`src/rtl/sync_debounce_if.sv`:
```
// Signal bundle for sync_debounce: raw input and hold time in, debounced level,
// edge pulses and glitch count out.
interface sync_debounce_if #(
  parameter int pCNTW = 16
);
  logic             iIn;
  logic [pCNTW-1:0] iDbTime;
  logic             oLevel;
  logic             oRise;
  logic             oFall;
  logic [7:0]       oGlitchCnt;

  modport master (
    output iIn, iDbTime,
    input  oLevel, oRise, oFall, oGlitchCnt
  );

  modport slave (
    input  iIn, iDbTime,
    output oLevel, oRise, oFall, oGlitchCnt
  );
endinterface

```
`src/rtl/sync_debounce.sv`:
```
// Synchronizer chain followed by a four-state debounce FSM with edge pulses.
// Optional rejected-transition counter enabled by SYNC_DEBOUNCE_GLITCH_CNT_EN.
module sync_debounce #(
  parameter int   pSTAGE  = 3,
  parameter int   pCNTW   = 16,
  parameter logic pRSTVAL = 1'b0
) (
  input  logic          iClk,
  input  logic          iRst,
  sync_debounce_if.slave bus
);

  typedef enum logic [1:0] {
    STABLE_LO = 2'd0,
    WAIT_HI   = 2'd1,
    STABLE_HI = 2'd2,
    WAIT_LO   = 2'd3
  } state_t;

  localparam state_t RST_STATE = pRSTVAL ? STABLE_HI : STABLE_LO;

  logic [pSTAGE-1:0] r_sync;
  logic              w_s;
  state_t            r_state;
  logic [pCNTW-1:0]  r_cnt;
  logic              r_level;
  logic              r_rise;
  logic              r_fall;
`ifdef SYNC_DEBOUNCE_GLITCH_CNT_EN
  logic [7:0]        r_glitch_cnt;
`endif

  // Stage 0 samples the raw pin; each later stage copies its predecessor.
  genvar gi;
  generate
    for (gi = 0; gi < pSTAGE; gi++) begin : g_sync
      always_ff @(posedge iClk or posedge iRst) begin
        if (iRst) begin
          r_sync[gi] <= pRSTVAL;
        end else if (gi == 0) begin
          r_sync[gi] <= bus.iIn;
        end else begin
          r_sync[gi] <= r_sync[(gi == 0) ? 0 : gi-1];
        end
      end
    end
  endgenerate

  assign w_s = r_sync[pSTAGE-1];

  always_ff @(posedge iClk or posedge iRst) begin
    if (iRst) begin
      r_state <= RST_STATE;
      r_cnt   <= '0;
      r_level <= pRSTVAL;
      r_rise  <= 1'b0;
      r_fall  <= 1'b0;
`ifdef SYNC_DEBOUNCE_GLITCH_CNT_EN
      r_glitch_cnt <= 8'd0;
`endif
    end else begin
      r_rise <= 1'b0;
      r_fall <= 1'b0;
      case (r_state)
        STABLE_LO: begin
          if (w_s) begin
            r_state <= WAIT_HI;
            r_cnt   <= '0;
          end
        end
        WAIT_HI: begin
          if (!w_s) begin
            r_state <= STABLE_LO;
`ifdef SYNC_DEBOUNCE_GLITCH_CNT_EN
            if (r_glitch_cnt != 8'hFF) r_glitch_cnt <= r_glitch_cnt + 8'd1;
`endif
          end else if (r_cnt == bus.iDbTime) begin
            // Compare-before-increment means cnt tops out at iDbTime and never wraps.
            r_state <= STABLE_HI;
            r_level <= 1'b1;
            r_rise  <= 1'b1;
          end else begin
            r_cnt <= r_cnt + 1'b1;
          end
        end
        STABLE_HI: begin
          if (!w_s) begin
            r_state <= WAIT_LO;
            r_cnt   <= '0;
          end
        end
        WAIT_LO: begin
          if (w_s) begin
            r_state <= STABLE_HI;
`ifdef SYNC_DEBOUNCE_GLITCH_CNT_EN
            if (r_glitch_cnt != 8'hFF) r_glitch_cnt <= r_glitch_cnt + 8'd1;
`endif
          end else if (r_cnt == bus.iDbTime) begin
            r_state <= STABLE_LO;
            r_level <= 1'b0;
            r_fall  <= 1'b1;
          end else begin
            r_cnt <= r_cnt + 1'b1;
          end
        end
        default: r_state <= RST_STATE;
      endcase
    end
  end

  assign bus.oLevel = r_level;
  assign bus.oRise  = r_rise;
  assign bus.oFall  = r_fall;
`ifdef SYNC_DEBOUNCE_GLITCH_CNT_EN
  assign bus.oGlitchCnt = r_glitch_cnt;
`else
  assign bus.oGlitchCnt = 8'd0;
`endif

endmodule

```
`src/flat_wrapper.sv`:
```
// flat-port wrapper written by rule: the top's interface ports become plain ports
module sync_debounce_flat 
#(
  parameter int   pSTAGE  = 3,
  parameter int   pCNTW   = 16,
  parameter logic pRSTVAL = 1'b0
)
  (iClk, iRst, bus_iIn, bus_iDbTime, bus_oLevel, bus_oRise, bus_oFall, bus_oGlitchCnt);
  sync_debounce_if #(.pCNTW(pCNTW)) bus_i ();
  input  logic iClk;
  input  logic iRst;
  input wire logic [$bits(bus_i.iIn)-1:0] bus_iIn;
  input wire logic [$bits(bus_i.iDbTime)-1:0] bus_iDbTime;
  output wire logic [$bits(bus_i.oLevel)-1:0] bus_oLevel;
  output wire logic [$bits(bus_i.oRise)-1:0] bus_oRise;
  output wire logic [$bits(bus_i.oFall)-1:0] bus_oFall;
  output wire logic [$bits(bus_i.oGlitchCnt)-1:0] bus_oGlitchCnt;
  assign bus_i.iIn = bus_iIn;
  assign bus_i.iDbTime = bus_iDbTime;
  assign bus_oLevel = bus_i.oLevel;
  assign bus_oRise = bus_i.oRise;
  assign bus_oFall = bus_i.oFall;
  assign bus_oGlitchCnt = bus_i.oGlitchCnt;
  sync_debounce #(.pSTAGE(pSTAGE), .pCNTW(pCNTW), .pRSTVAL(pRSTVAL)) u_core (.iClk(iClk), .iRst(iRst), .bus(bus_i));
endmodule
```
`config.mk`:
```
export PLATFORM = sky130hd
export DESIGN_NAME = sync_debounce_flat
export DESIGN_NICKNAME = d
export VERILOG_FILES = /design/src/rtl/sync_debounce_if.sv /design/src/rtl/sync_debounce.sv /design/src/flat_wrapper.sv
export SDC_FILE = /design/constraint.sdc
export NUM_CORES = 1
export LEC_CHECK = 0
export BUFFER_PORTS_ARGS = -buffer_cell sky130_fd_sc_hd__buf_4
export CORE_AREA = 2 2 59 61
export CTS_CLUSTER_DIAMETER = 150
export DETAILED_ROUTE_END_ITERATION = 10
export DIE_AREA = 0 0 61 63
export HOLD_SLACK_MARGIN = 0.15
export PLACE_DENSITY_LB_ADDON = 0.12
export SYNTH_ARGS = -nofsm -noshare
export SYNTH_HDL_FRONTEND = slang
export SYNTH_SLANG_ARGS = --single-unit
```
`constraint.sdc`:
```
create_clock -name iClk -period 2.25 [get_ports iClk]
set_clock_uncertainty 0.15 [all_clocks]
set_input_delay 0.45 -clock iClk [delete_from_list [all_inputs] [get_ports iClk]]
set_output_delay 0.45 -clock iClk [all_outputs]
set_load 0.01 [all_outputs]
```
# After elaboration in Yosys (flattened, before gate mapping)
# Cells that the tools add are included.
[totals]
reg_bits = 24
in_bits = 19
[op_classes]
n_addsub = 1
eq_ne = 12
mux = 23
reduce_logical = 5
[op_table]
columns = ["operator", "count"]
rows = [
  ["16-bit 2-to-1 mux", 5],
  ["16-bit case mux with 4 select lines", 1],
  ["16-bit by 1-bit adder with 16-bit output, second input constant", 1],
  ["16-bit == test", 1],
  ["2-bit 2-to-1 mux", 6],
  ["1-bit 2-to-1 mux", 9],
  ["2-bit by 1-bit != test with 1-bit output, second input constant", 4],
  ["2-bit case mux with 4 select lines", 1],
  ["4-bit AND reduction", 2],
  ["5-bit AND reduction", 1],
  ["2-bit == test, second input constant", 2],
  ["2-bit != test, second input constant", 2],
  ["3-bit by 1-bit != test with 1-bit output, second input constant", 1],
  ["3-bit != test, second input constant", 1],
  ["2-bit by 1-bit == test with 1-bit output, second input constant", 1],
  ["2-bit logical NOT", 1],
  ["1-bit case mux with 2 select lines", 1],
  ["2-bit nonzero test", 1],
]

# Longest topological paths before layout
[logic_depth]
word_depth = 4
mapped_depth = 7
ltp_nobuf = 6

# Worst setup path before layout
# OpenSTA, ideal clock, no wires.
[synth_path]
kind = "reg2reg"
from = "reg u_core.r_cnt[0]"
to = "reg u_core.r_cnt[14]"
arrival_ns = 1.742
required_ns = 1.978
path_slack_ns = 0.237
path_stages_with_launch = 8
n_path_buf = 1
period_less_slack_ns = 2.013
path_cell_list = "dfrtp_1 ha_1 nand3_2 or4_4 buf_6 o31ai_4 o211ai_1 a32o_1"
[synth_via]
elab_chain_len = 4
elab_cells_between_ends = 6
classes_between = "add/sub (1); eq/ne (1); mux (4)"
[synth_rtl]
columns = ["element", "line_no", "source"]
rows = [
  ["start, declared", "sync_debounce.sv:25", "logic [pCNTW-1:0] r_cnt;"],
  ["start signal, assigned", "sync_debounce.sv:83", "r_cnt <= r_cnt + 1'b1;"],
  ["start signal, assigned", "sync_debounce.sv:103", "r_cnt <= r_cnt + 1'b1;"],
  ["16-bit by 1-bit adder with 16-bit output or 16-bit == test (tied branches)", "--", ""],
  ["16-bit 2-to-1 mux *", "sync_debounce.sv:77, sync_debounce.sv:98", ""],
  ["16-bit 2-to-1 mux, on equally long branches", "sync_debounce.sv:93, sync_debounce.sv:72", ""],
  ["16-bit case mux with 4 select lines *", "sync_debounce.sv:64", "case (r_state)"],
]
# Every way passes the cells marked *; elsewhere a longest branch is shown, timed or not. The select of a mux whose other input is x is not followed.
# A chain may end at the register's enable or synchronous reset.

==> flow_metrics.tcl <==
set metrics [dict create \
    powerDensity_nw_per_um2 563.1 \
    grt_overflow 0 \
    maxCapViolCount 0 \
    drive_gt1_frac 0.2266 \
    tns_ns 0 \
    core_area_sq_um 3232 \
    met2_usage 0.3454 \
    syn_area_sq_um 1694 \
    final-setup-viol-count 0 \
    synth-simple-area-share 0.2194 \
    p_clk_frac 0.289 \
    critPathRequiredTime_ns 2.32 \
    worstSetupStartpoint "u_core.r_cnt[1]" \
    layout_commonest_cell "buf_4" \
    grt_first_pass_wirelength_mm 6.520 \
    cpPeakStageDelay_ns 0.54 \
    r2r_start "u_core.r_cnt[1]" \
    wirelength_mm 3.751 \
    worstHoldPathType "flip-flop to flip-flop" \
    ir_worst_vdd_mv 0.2249 \
    synth_xor_area_frac 0.09306 \
    wl_per_cell_microns 15.06 \
    fin_crit_sh 0.9528 \
    muxShareOfSynthArea 0.005908 \
    crit_family "simple AND/OR/NAND/NOR gates" \
    synth_cell_types 41 \
    syn_to_final_growth_pct 14.25 \
    synth-async-reset-ratio 1.000 \
    drv_slew 0 \
    rsz0062_at_grt "false" \
    power.total_mw 1.090 \
    viasPerCell 5.727 \
    seq_area_frac_synth 0.3545 \
    tritoncts "yes" \
    seqPwrFrac 0.491 \
    grtUsageTotal 0.2206 \
    first_pass_iters 4 \
    numCtsBuffers 3 \
    final_util 0.5989 \
    path_buf_inv 0 \
    grt_util_met1 0.3212 \
    min_period_ns 2.144 \
    globalRouteMet3Util 0.02484 \
    swShare 0.2943 \
    dieArea_sq_um 3843 \
    cts_buffer_depth 2 \
    syn_inst 181 \
    synth_top_family_by_area "simple AND/OR/NAND/NOR gates" \
    tightest_slew_ns 0.5031 \
    synth.ff_latch_count 24 \
    multi_input_area_sq_um 915.9 \
    num_antenna_cells 0 \
    synth_edf_count 0 \
    die-width_microns 61 \
    clock_sinks 24 \
    top_usage_layer "met2" \
    timing.final.ws_setup_ns 0.1061 \
    pre_cts_slack_ns 0.02795 \
    grt_pass1_vias 1424 \
    route.detailed.drc 0 \
    max_freq_ghz 0.4664 \
    start_kind "flip-flop" \
    vias 1426 \
    critPathKind "flip-flop to flip-flop" \
    synth_compound_area_frac 0.1920 \
    cp_max_fo 4 \
    r2r.worst_path.cells 5 \
    die_y_microns 63 \
    arrival_ns 2.22 \
    syn_area_per_cell_sq_um 9.360 \
    portBuffers 21 \
    synth_top_flop_cell "dfrtp_1" \
    crit_path_end_kind "flip-flop" \
    drtAntennaViolNets 0 \
    max_slew_margin 0.6622 \
    start_util 0.5242 \
    power.switching_mw 0.3208 \
    synth_fa_ha_area_frac 0.007386 \
    clk_pin_slew_worst_paths_ns 0.13 \
    status "complete, no violations" \
    h-tree-depth 1 \
    clock-root-buffer "clkbuf_4" \
    cp_slowest_cell "or4_4" \
    nets 224 \
    num-fill-cells 319 \
    cp_num_cells 5 \
    grt_max_degree 31 \
    r2r_slack_ns 0.11 \
    hold_viol 0 \
    intPower_mw 0.7691 \
    path_cells "xor2_1 > nor4_1 > nand2_1 > or4_4 > a21o_1" \
    gp_congestion 0.7842 \
    pin_count 30 \
    p_leak_nw 0.7878 \
    yosysWarnings 0 \
    drt-initial-drc-count 80 \
    p_comb_frac 0.219 \
    register_area_sq_um 600.6 \
    rows 21 \
    final_cell_mix "31 x buf_4, 24 x dfrtp_1, 21 x o211ai_1, 15 x inv_1, 13 x nand2_1" \
    insertion_delay_ns 0.32 \
    post-dp-hpwl_mm 2.675 \
    antenna_found_initial 0 \
]
[power by group through the flow]
stage / sequential [mW] / clock, mW / combinational (mW)
6_report: 0.535 / 0.315 / 0.239
5_1_grt: 0.544 / 0.350 / 0.271
4_1_cts: 0.535 / 0.330 / 0.235
3_5_place_dp: 0.543 / 0 / 0.231
3_3_place_gp: 0.539 / 0 / 0.225
2_1_floorplan: 0.518 / 0 / 0.194
[synth_stat cells, drive strengths merged (3+ instances only)]
master | number | area, sq um
xnor2 | 9 | 78.83
o21ai | 3 | 15.01
a221oi | 3 | 26.28
nor3b | 5 | 42.54
inv | 15 | 56.30
nor4 | 4 | 31.28
clkbuf | 10 | 58.81
o311ai | 4 | 35.03
nand3 | 12 | 65.06
nor4b | 5 | 43.79
and3 | 7 | 43.79
xor2 | 9 | 78.83
dfrtp | 24 | 600.6
a32o | 3 | 30.03
o211ai | 21 | 157.7
buf | 12 | 97.59
nor3 | 4 | 25.02
nand2 | 13 | 48.80
[per-stage QoR]
stage          cells  hold WS (ns)  area, sq um
2_1_floorplan    188        0.1812         1720
5_1_grt          249        0.2302         1936
3_3_place_gp     242        0.1827         1847
6_report         249        0.2145         1936
3_5_place_dp     242        0.1847         1847
4_1_cts          248        0.2176         1919
[layout make-up]
| class | instances | share of cell area |
|---|---|---|
| clock buffers | 3 | 0.01164 |
| clock inverters | 1 | 0.01551 |
| inverters | 15 | 0.02909 |
| multi-input cells | 127 | 0.4732 |
| flip-flops and latches | 24 | 0.3103 |
| well taps | 46 | 0.02973 |
| repair buffers | 33 | 0.1306 |
[metal layers]
layer,part of all wire,wire [microns],up-vias
met5,0,0,-
met4,0.011,42,0
met3,0.034,127,4
met2,0.48,1816,32
met1,0.47,1763,698
li1,-,-,692
[state kept, by name, indices dropped and copies added (netlist names), named ones only]
register and flops:
u_core.w_s 1, u_core.r_state 1, u_core.bus.oLevel 1, u_core.bus.oFall 1, u_core.r_sync 2, u_core.bus.oRise 1, u_core.r_cnt 16
[timing repair]
action | in CTS | in global routing
buffers inserted | 0 | 1
setup endpoints to repair | 0 | 4
gates resized for setup | 0 | 3
endpoints found under the hold margin | 25 | 0
hold buffers | 2 | 0
[logic make-up after synthesis]
group                      after synthesis
adders and majority gates                1
other                                    1
muxes                                    1
AOI/OAI and AO/OA                       40
and+or+nand+nor                         59
buffers and inverters                   37
xor gates and xnor gates                18
DFF                                     24
[worst min path at each step]
stage | start | endpoint | slack [ns] | cells after the start
finish | u_core.r_sync[0] | u_core.r_sync[1] | 0.21 | 0
global route | u_core.r_sync[0] | u_core.r_sync[1] | 0.23 | 0
CTS | u_core.r_sync[0] | u_core.r_sync[1] | 0.22 | 0
detailed placement | u_core.r_sync[0] | u_core.r_sync[1] | 0.18 | 0
global placement | u_core.r_sync[0] | u_core.r_sync[1] | 0.18 | 0
floorplan | u_core.r_sync[0] | u_core.r_sync[1] | 0.18 | 0
Note: power is estimated with default switching activity, not from simulation.
